<file path="config.mk">
export PLATFORM = sky130hd
export DESIGN_NAME = i2c_txn_sequencer_flat
export DESIGN_NICKNAME = d
export VERILOG_FILES = /design/src/rtl/i2c_txn_sequencer_if.sv /design/src/rtl/i2c_txn_sequencer.sv /design/src/flat_wrapper.sv
export SDC_FILE = /design/constraint.sdc
export NUM_CORES = 1
export LEC_CHECK = 0
export CORE_MARGIN = 10
export CORE_UTILIZATION = 47
export DETAILED_ROUTE_END_ITERATION = 10
export PLACE_DENSITY = 0.75
export SLEW_MARGIN = 5
export SYNTH_ARGS = -nofsm -noshare
export SYNTH_HDL_FRONTEND = slang
export SYNTH_SLANG_ARGS = --single-unit
</file>
<file path="constraint.sdc">
create_clock -name clk -period 5.2 [get_ports clk]
set_input_delay 1.3 -clock clk [delete_from_list [all_inputs] [get_ports clk]]
set_output_delay 1.3 -clock clk [all_outputs]
set_load 0.1 [all_outputs]
</file>
<file path="src/rtl/i2c_txn_sequencer_if.sv">
// Request/response handshake and i2c-master command bundle for i2c_txn_sequencer.
// slave: the sequencer itself; master: the request source plus the i2c master it drives.
interface i2c_txn_sequencer_if;
  logic       req_valid;
  logic       req_ready;
  logic       req_rw;
  logic [6:0] req_dev_addr;
  logic [7:0] req_reg_addr;
  logic [7:0] req_wdata;
  logic       rsp_valid;
  logic [7:0] rsp_rdata;
  logic       rsp_nack;
  logic       rsp_timeout;
  logic [3:0] m_cmd;
  logic       m_write;
  logic [7:0] m_wdata;
  logic       m_ready;
  logic [7:0] m_rdata;
  logic       m_nack;

  modport slave (
    input  req_valid, req_rw, req_dev_addr, req_reg_addr, req_wdata,
    input  m_ready, m_rdata, m_nack,
    output req_ready, rsp_valid, rsp_rdata, rsp_nack, rsp_timeout,
    output m_cmd, m_write, m_wdata
  );

  modport master (
    output req_valid, req_rw, req_dev_addr, req_reg_addr, req_wdata,
    output m_ready, m_rdata, m_nack,
    input  req_ready, rsp_valid, rsp_rdata, rsp_nack, rsp_timeout,
    input  m_cmd, m_write, m_wdata
  );
endinterface

</file>
<file path="src/rtl/i2c_txn_sequencer.sv">
// Turns one register read/write request into the i2c master's START/WRITE/RESTART/READ/STOP stream.
// Optional stall watchdog enabled by defining I2C_SEQ_TIMEOUT_EN.
module i2c_txn_sequencer #(
  parameter logic [15:0] TIMEOUT_CYCLES = 16'd50000
) (
  input  logic                 clk,
  input  logic                 rst_n,
  i2c_txn_sequencer_if.slave   bus
);

  // Command encodings shared with the i2c master
  localparam logic [3:0] K_START_CMD   = 4'd1;
  localparam logic [3:0] K_STOP_CMD    = 4'd2;
  localparam logic [3:0] K_WRITE_CMD   = 4'd3;
  localparam logic [3:0] K_READ_CMD    = 4'd4;
  localparam logic [3:0] K_RESTART_CMD = 4'd5;

  typedef enum logic [1:0] {
    IDLE,
    ISSUE,
    WAIT,
    DONE
  } state_t;

  state_t     state_q, state_d;
  logic [2:0] step_q, step_d;
  logic [2:0] stop_step;

  logic       rw_q;
  logic [6:0] dev_q;
  logic [7:0] reg_q;
  logic [7:0] wdata_q;

  logic       first_q;
  logic       nack_q;
  logic [7:0] rdata_q;

  logic [3:0] cmd_q;
  logic [7:0] cmd_data_q;
  logic [11:0] next_cmd;

  logic       rsp_nack_q;
  logic       rsp_timeout_q;
  logic [7:0] rsp_rdata_q;

  logic       accept;
  logic       strobe;
  logic       load_cmd;
  logic       set_nack;
  logic       capture_rdata;
  logic       finish;
  logic       timeout_hit;

  // {command, byte} for a given step of the write or read sequence
  function automatic logic [11:0] step_cmd(input logic [2:0] step, input logic rw,
                                           input logic [6:0] dev, input logic [7:0] reg_addr,
                                           input logic [7:0] wd);
    logic [11:0] c;
    case (step)
      3'd0:    c = {K_START_CMD, 8'h00};
      3'd1:    c = {K_WRITE_CMD, dev, 1'b0};
      3'd2:    c = {K_WRITE_CMD, reg_addr};
      3'd3:    c = rw ? {K_RESTART_CMD, 8'h00} : {K_WRITE_CMD, wd};
      3'd4:    c = rw ? {K_WRITE_CMD, dev, 1'b1} : {K_STOP_CMD, 8'h00};
      3'd5:    c = {K_READ_CMD, 8'h00};
      default: c = {K_STOP_CMD, 8'h00};
    endcase
    return c;
  endfunction

  assign stop_step = rw_q ? 3'd6 : 3'd4;
  assign next_cmd  = step_cmd(step_d, rw_q, dev_q, reg_q, wdata_q);

`ifdef I2C_SEQ_TIMEOUT_EN
  logic [15:0] timer_q;

  always_ff @(posedge clk or negedge rst_n) begin
    if (!rst_n) begin
      timer_q <= '0;
    end else if (strobe) begin
      timer_q <= '0;
    end else if (state_q == WAIT && !bus.m_ready) begin
      timer_q <= timer_q + 16'd1;
    end
  end

  // Fires on the cycle whose stalled edge would make the count reach TIMEOUT_CYCLES
  assign timeout_hit = (state_q == WAIT) && !bus.m_ready && (timer_q == TIMEOUT_CYCLES - 16'd1);
`else
  logic unused_timeout_cycles;
  assign unused_timeout_cycles = ^TIMEOUT_CYCLES;
  assign timeout_hit           = 1'b0;
`endif

  always_ff @(posedge clk or negedge rst_n) begin
    if (!rst_n) begin
      state_q <= IDLE;
      step_q  <= '0;
    end else begin
      state_q <= state_d;
      step_q  <= step_d;
    end
  end

  always_comb begin
    state_d       = state_q;
    step_d        = step_q;
    accept        = 1'b0;
    strobe        = 1'b0;
    load_cmd      = 1'b0;
    set_nack      = 1'b0;
    capture_rdata = 1'b0;
    finish        = 1'b0;
    case (state_q)
      IDLE: begin
        if (bus.req_valid) begin
          accept  = 1'b1;
          step_d  = '0;
          state_d = ISSUE;
        end
      end
      ISSUE: begin
        if (bus.m_ready) begin
          strobe  = 1'b1;
          state_d = WAIT;
        end
      end
      WAIT: begin
        if (timeout_hit) begin
          finish  = 1'b1;
          state_d = DONE;
        end else if (!first_q && bus.m_ready) begin
          if (step_q == stop_step) begin
            finish  = 1'b1;
            state_d = DONE;
          end else if (cmd_q == K_WRITE_CMD && bus.m_nack) begin
            set_nack = 1'b1;
            step_d   = stop_step;
            load_cmd = 1'b1;
            state_d  = ISSUE;
          end else begin
            capture_rdata = (cmd_q == K_READ_CMD);
            step_d        = 3'(step_q + 3'd1);
            load_cmd      = 1'b1;
            state_d       = ISSUE;
          end
        end
      end
      DONE: begin
        state_d = IDLE;
      end
      default: begin
        state_d = IDLE;
      end
    endcase
  end

  // The first command is loaded at acceptance so the strobe can go out the very next cycle
  always_ff @(posedge clk or negedge rst_n) begin
    if (!rst_n) begin
      rw_q          <= 1'b0;
      dev_q         <= '0;
      reg_q         <= '0;
      wdata_q       <= '0;
      first_q       <= 1'b0;
      nack_q        <= 1'b0;
      rdata_q       <= '0;
      cmd_q         <= '0;
      cmd_data_q    <= '0;
      rsp_nack_q    <= 1'b0;
      rsp_timeout_q <= 1'b0;
      rsp_rdata_q   <= '0;
    end else begin
      if (accept) begin
        rw_q       <= bus.req_rw;
        dev_q      <= bus.req_dev_addr;
        reg_q      <= bus.req_reg_addr;
        wdata_q    <= bus.req_wdata;
        nack_q     <= 1'b0;
        rdata_q    <= '0;
        cmd_q      <= K_START_CMD;
        cmd_data_q <= '0;
      end
      if (strobe) begin
        first_q <= 1'b1;
      end else if (state_q == WAIT) begin
        first_q <= 1'b0;
      end
      if (load_cmd) begin
        cmd_q      <= next_cmd[11:8];
        cmd_data_q <= next_cmd[7:0];
      end
      if (set_nack) begin
        nack_q <= 1'b1;
      end
      if (capture_rdata) begin
        rdata_q <= bus.m_rdata;
      end
      if (finish) begin
        rsp_timeout_q <= timeout_hit;
        rsp_nack_q    <= nack_q & ~timeout_hit;
        rsp_rdata_q   <= (nack_q || timeout_hit) ? 8'h00 : rdata_q;
      end
    end
  end

  assign bus.req_ready   = (state_q == IDLE);
  assign bus.rsp_valid   = (state_q == DONE);
  assign bus.rsp_rdata   = rsp_rdata_q;
  assign bus.rsp_nack    = rsp_nack_q;
  assign bus.rsp_timeout = rsp_timeout_q;
  assign bus.m_write     = strobe;
  assign bus.m_cmd       = cmd_q;
  assign bus.m_wdata     = cmd_data_q;

endmodule
</file>
<file path="src/flat_wrapper.sv">
// flat-port wrapper written by rule: the top's interface ports become plain ports
module i2c_txn_sequencer_flat 
#(
  parameter logic [15:0] TIMEOUT_CYCLES = 16'd50000
)
  (clk, rst_n, bus_req_valid, bus_req_rw, bus_req_dev_addr, bus_req_reg_addr, bus_req_wdata, bus_m_ready, bus_m_rdata, bus_m_nack, bus_req_ready, bus_rsp_valid, bus_rsp_rdata, bus_rsp_nack, bus_rsp_timeout, bus_m_cmd, bus_m_write, bus_m_wdata);
  i2c_txn_sequencer_if bus_i ();
  input  logic clk;
  input  logic rst_n;
  input wire logic [$bits(bus_i.req_valid)-1:0] bus_req_valid;
  input wire logic [$bits(bus_i.req_rw)-1:0] bus_req_rw;
  input wire logic [$bits(bus_i.req_dev_addr)-1:0] bus_req_dev_addr;
  input wire logic [$bits(bus_i.req_reg_addr)-1:0] bus_req_reg_addr;
  input wire logic [$bits(bus_i.req_wdata)-1:0] bus_req_wdata;
  input wire logic [$bits(bus_i.m_ready)-1:0] bus_m_ready;
  input wire logic [$bits(bus_i.m_rdata)-1:0] bus_m_rdata;
  input wire logic [$bits(bus_i.m_nack)-1:0] bus_m_nack;
  output wire logic [$bits(bus_i.req_ready)-1:0] bus_req_ready;
  output wire logic [$bits(bus_i.rsp_valid)-1:0] bus_rsp_valid;
  output wire logic [$bits(bus_i.rsp_rdata)-1:0] bus_rsp_rdata;
  output wire logic [$bits(bus_i.rsp_nack)-1:0] bus_rsp_nack;
  output wire logic [$bits(bus_i.rsp_timeout)-1:0] bus_rsp_timeout;
  output wire logic [$bits(bus_i.m_cmd)-1:0] bus_m_cmd;
  output wire logic [$bits(bus_i.m_write)-1:0] bus_m_write;
  output wire logic [$bits(bus_i.m_wdata)-1:0] bus_m_wdata;
  assign bus_i.req_valid = bus_req_valid;
  assign bus_i.req_rw = bus_req_rw;
  assign bus_i.req_dev_addr = bus_req_dev_addr;
  assign bus_i.req_reg_addr = bus_req_reg_addr;
  assign bus_i.req_wdata = bus_req_wdata;
  assign bus_i.m_ready = bus_m_ready;
  assign bus_i.m_rdata = bus_m_rdata;
  assign bus_i.m_nack = bus_m_nack;
  assign bus_req_ready = bus_i.req_ready;
  assign bus_rsp_valid = bus_i.rsp_valid;
  assign bus_rsp_rdata = bus_i.rsp_rdata;
  assign bus_rsp_nack = bus_i.rsp_nack;
  assign bus_rsp_timeout = bus_i.rsp_timeout;
  assign bus_m_cmd = bus_i.m_cmd;
  assign bus_m_write = bus_i.m_write;
  assign bus_m_wdata = bus_i.m_wdata;
  i2c_txn_sequencer #(.TIMEOUT_CYCLES(TIMEOUT_CYCLES)) u_core (.clk(clk), .rst_n(rst_n), .bus(bus_i));
endmodule
</file>
==> results.txt <==
----------------------------------------------------
[Outcome]
  Result of the run ... finished clean

[Clock tree]
  Clock tree from TritonCTS ... built
  Post-cts repair resize count ... 0
  Clock slew seen by the registers of the worst setup and hold paths ... around 0.060 ns
  CTS Root Cell ... sky130_fd_sc_hd__clkbuf_8
  Worst-Skew Late Latency ... 0.34 ns
  H-Tree Depth ... 3
  Num Clock Sinks ... roughly 60
  Count of hold buffers inserted by post-cts repair ... 0
  Maximum number of buffers from clock root to sink ... 2
  Cts bufs inserted ... 9
  Post-CTS Repair Setup Buffers ... 0

[Logic synthesis]
  Proportion of synthesized chip area in sequential cells ... 0.532
  Post-synth EDFFs ... 0
  Dominant register cell in the synthesized netlist ... sky130_fd_sc_hd__dfrtp_1
  Number of warnings printed during yosys synthesis ... 0
  Mean Syn Cell Area ... 9.47 µm²
  Library cells used by synthesis ... 50
  Async set-reset flop share out of synthesis ... 1.00
  Post-synthesis cell count ... around 290
  Post-synthesis instance area ... 2780 µm²
  Number of synthesized register bits ... 59

[Timing]
  Achievable Freq ... between 0.2 and 0.3 GHz
  Sum Neg Setup Slack ... 0 ns
  Worst max-slew margin expressed relative to the limit ... 0.246
  Final number of max-transition violations ... 0
  Hold Fails Final Rpt ... 0
  Setup Skew ... 0.00704 ns
  Slew of the pin with the lowest slew margin ... ~1.1 ns
  Share of the cycle needed by the critical path after routing ... 0.692
  Clock period minus final worst setup slack ... 3.60 ns
  Hold Slack ... between 0.4 and 0.5 ns
  Total of endpoints with negative setup slack in the final report ... 0
  RSZ-0062 raised after global routing ... no

[Layout]
  Most used cells in the layout excluding fill and tap cells ... sky130_fd_sc_hd__nand2_1, sky130_fd_sc_hd__dfrtp_1, sky130_fd_sc_hd__clkdlybuf4s50_1
  Most common cell after layout, fill and taps aside ... sky130_fd_sc_hd__nand2_1
  Area of the multi-input gates ... 1190 µm²
  Nets@finish ... 387
  Fraction of final layout cells sized beyond drive strength 1 ... 0.0932
  Post-synthesis to final-layout area growth ... 29.2%
  Antenna diodes ... 0
  Fill cell count ... 514
  Register area ... between 1000 and 1500 µm²

[Worst setup path]
  Critical path startpoint category ... input port
  CP Max Fanout ... 4
  Reg2reg end ... u_core.bus.m_cmd[1]
  FF-to-FF Start ... u_core.state_q[1]
  Worst-case reg-to-reg path depth ... 8
  Required time at the endpoint of the critical path ... a little under 4 ns
  Kind of critical path ... in -> out
  Data arrival, critical path ... about 2.3 ns
  Sort of element at the end of the critical path ... output port
  Worst reg2reg setup slack ... 2.61 ns

[Power and ir drop]
  Clock power frac ... 0.254
  Power per Cell Area ... roughly 480 nW/µm²
  Switching power ... slightly below 0.0007 W
  Design internal power ... 0.00104 W
  Highest ir drop seen on vdd ... approximately 0.00027 V
  Switching share of power ... 0.402
  Leakage Power ... 1.69 nW
  Sequential cell fraction of total power ... 0.391
  Combinational cell fraction of total power ... 0.355

[Min path]
  Hold-critical path endpoint ... u_core.reg_q[2]
  Hold path startpoint ... u_core.reg_q[2]
  Worst Hold Class ... reg -> reg
  Worst hold path stage count ... 2

[Route]
  Via count ... roughly 2200
  Post-route DRC violation count ... 0
  Met2 Routed Length ... 3.09 mm
  1st-pass router iterations ... 4
  Initial drt markers ... 95
  Per-cell routed wire length ... between 15 and 20 µm
  Final Routed Wirelength ... about 6.4 mm
  Uppermost metal layer occupied by signal nets ... met4
  Count of antenna-violating nets left after detailed routing ... 0
  Met1 WL ... 2.82 mm
  Detailed-route vias per instance ... 5.19
  Met3 WL ... 426 µm

[Floorplan]
  Placeable core region ... about 5600 µm²
  Num rows ... 27
  Die width ... 96.8 µm
  Number of top-level pins ... 62
  Effective utilization at floorplan ... 0.495
  Vertical die dimension ... roughly 97 µm
  Die area ... 9380 µm²

[Global routing]
  Initial antenna violation count ... 0
  Wire length of the first global-routing pass ... between 10 and 15 mm
  Leftover overflow at the end of global routing ... 0
  Vias in the first global route ... about 2200
  Gr usage total ... 0.139
  Pin count of the biggest net entering global routing ... 60

[Run]
  Number of max-cap violations ... 0

[Placed design]
  Number of buffers added on ports ... a little under 60
  Routability Congestion ... ~0.81
  DP Wirelength ... about 4.7 mm

----------------------------------------------------
==> critical path, cell delays in order <==
cell and delay, ns:
sky130_fd_sc_hd__clkdlybuf4s50_1 0.52, sky130_fd_sc_hd__nand3b_1 0.13, sky130_fd_sc_hd__inv_1 0.07, sky130_fd_sc_hd__buf_4 0.28
==> synth_stat cells, types with 3 or more instances <==
cell type                  instances  share of area
sky130_fd_sc_hd__o21ai_0          26          0.047
sky130_fd_sc_hd__nor2_1            4         0.0054
sky130_fd_sc_hd__mux2i_1           3          0.011
sky130_fd_sc_hd__a22oi_1           7          0.019
sky130_fd_sc_hd__dfrtp_1          59           0.53
sky130_fd_sc_hd__nand2b_1         10          0.023
sky130_fd_sc_hd__buf_2             3         0.0054
sky130_fd_sc_hd__nand2_1         115           0.16
sky130_fd_sc_hd__clkbuf_1          7         0.0095
sky130_fd_sc_hd__a41o_1            7          0.025
sky130_fd_sc_hd__buf_4             3         0.0081
sky130_fd_sc_hd__inv_1             4         0.0054
==> final cells by class <==
class	instances	share of cell area
Sequential cell	59	0.412
Multi-Input combinational cell	213	0.332
Timing Repair Buffer	61	0.167
Clock buffer	12	0.0461
Tap cell	72	0.0251
Clock inverter	4	0.0133
Inverter	5	0.00523
==> flip-flops by register name, indices dropped and copies added, names as in the netlist <==
name / cells
u_core.rw_q: 1
u_core.bus.m_cmd: 3
u_core.bus.rsp_rdata: 8
u_core.state_q: 2
u_core.rdata_q: 8
u_core.dev_q: 7
u_core.bus.m_wdata: 8
u_core.first_q: 1
u_core.reg_q: 8
u_core.wdata_q: 8
u_core.nack_q: 1
u_core.bus.rsp_nack: 1
u_core.step_q: 3
==> kinds of logic (layout without fill, tap and decap cells) <==
family / Yosys count / in the layout / synth area share
buf+inv: 22 / 82 / 0.0406
simple gates: 149 / 149 / 0.241
fa+ha+maj: 1 / 1 / 0.00451
compound gates: 54 / 54 / 0.152
mux: 5 / 5 / 0.0198
other cells: 1 / 2 / 0.00135
flops: 59 / 59 / 0.532
xor+xnor: 2 / 2 / 0.00902
==> layer usage <==
metal	vias to the layer above	global-route usage
li1	1091	-
met1	1054	0.165
met2	57	0.222
met3	7	0.0589
met4	0	0.0406
met5	-	0
==> how the worst max path moves through the flow <==
stage / startpoint / depth (start not counted) / end / slack, ns
global route: bus_m_ready / 5 / u_core.rdata_q[0] / 1.40
CTS: bus_m_ready / 4 / bus_m_write / 1.59
global placement: bus_req_valid / 9 / u_core.bus.m_cmd[1] / 1.41
detailed placement: bus_req_valid / 9 / u_core.bus.m_cmd[1] / 1.34
finish: bus_m_ready / 4 / bus_m_write / 1.60
floorplan: bus_m_ready / 2 / bus_m_write / 1.89
==> power groups by stage <==
| stage | clock, W | combinational (W) | sequential (W) |
|---|---|---|---|
| 2_1_floorplan | 0 | 0.000429 | 0.000721 |
| 3_3_place_gp | 0 | 0.000614 | 0.000681 |
| 3_5_place_dp | 0 | 0.000620 | 0.000684 |
| 4_1_cts | 0.000444 | 0.000621 | 0.000677 |
| 5_1_grt | 0.000468 | 0.000676 | 0.000694 |
| 6_report | 0.000439 | 0.000615 | 0.000677 |
==> metrics by stage <==
| step | setup WS, ns | cells | utilization | instance area (µm²) | power (W) |
|---|---|---|---|---|---|
| 3_3_place_gp | 1.41 | 410 | 0.602 | 3370 | 0.00129 |
| 6_report | 1.60 | 426 | 0.639 | 3590 | 0.00173 |
| 5_1_grt | 1.40 | 426 | 0.639 | 3590 | 0.00184 |
| 4_1_cts | 1.59 | 426 | 0.639 | 3590 | 0.00174 |
| 3_5_place_dp | 1.34 | 410 | 0.602 | 3370 | 0.00130 |
| 2_1_floorplan | 1.89 | 294 | - | 2780 | 0.00115 |
Power figures use the tool's default switching activity.
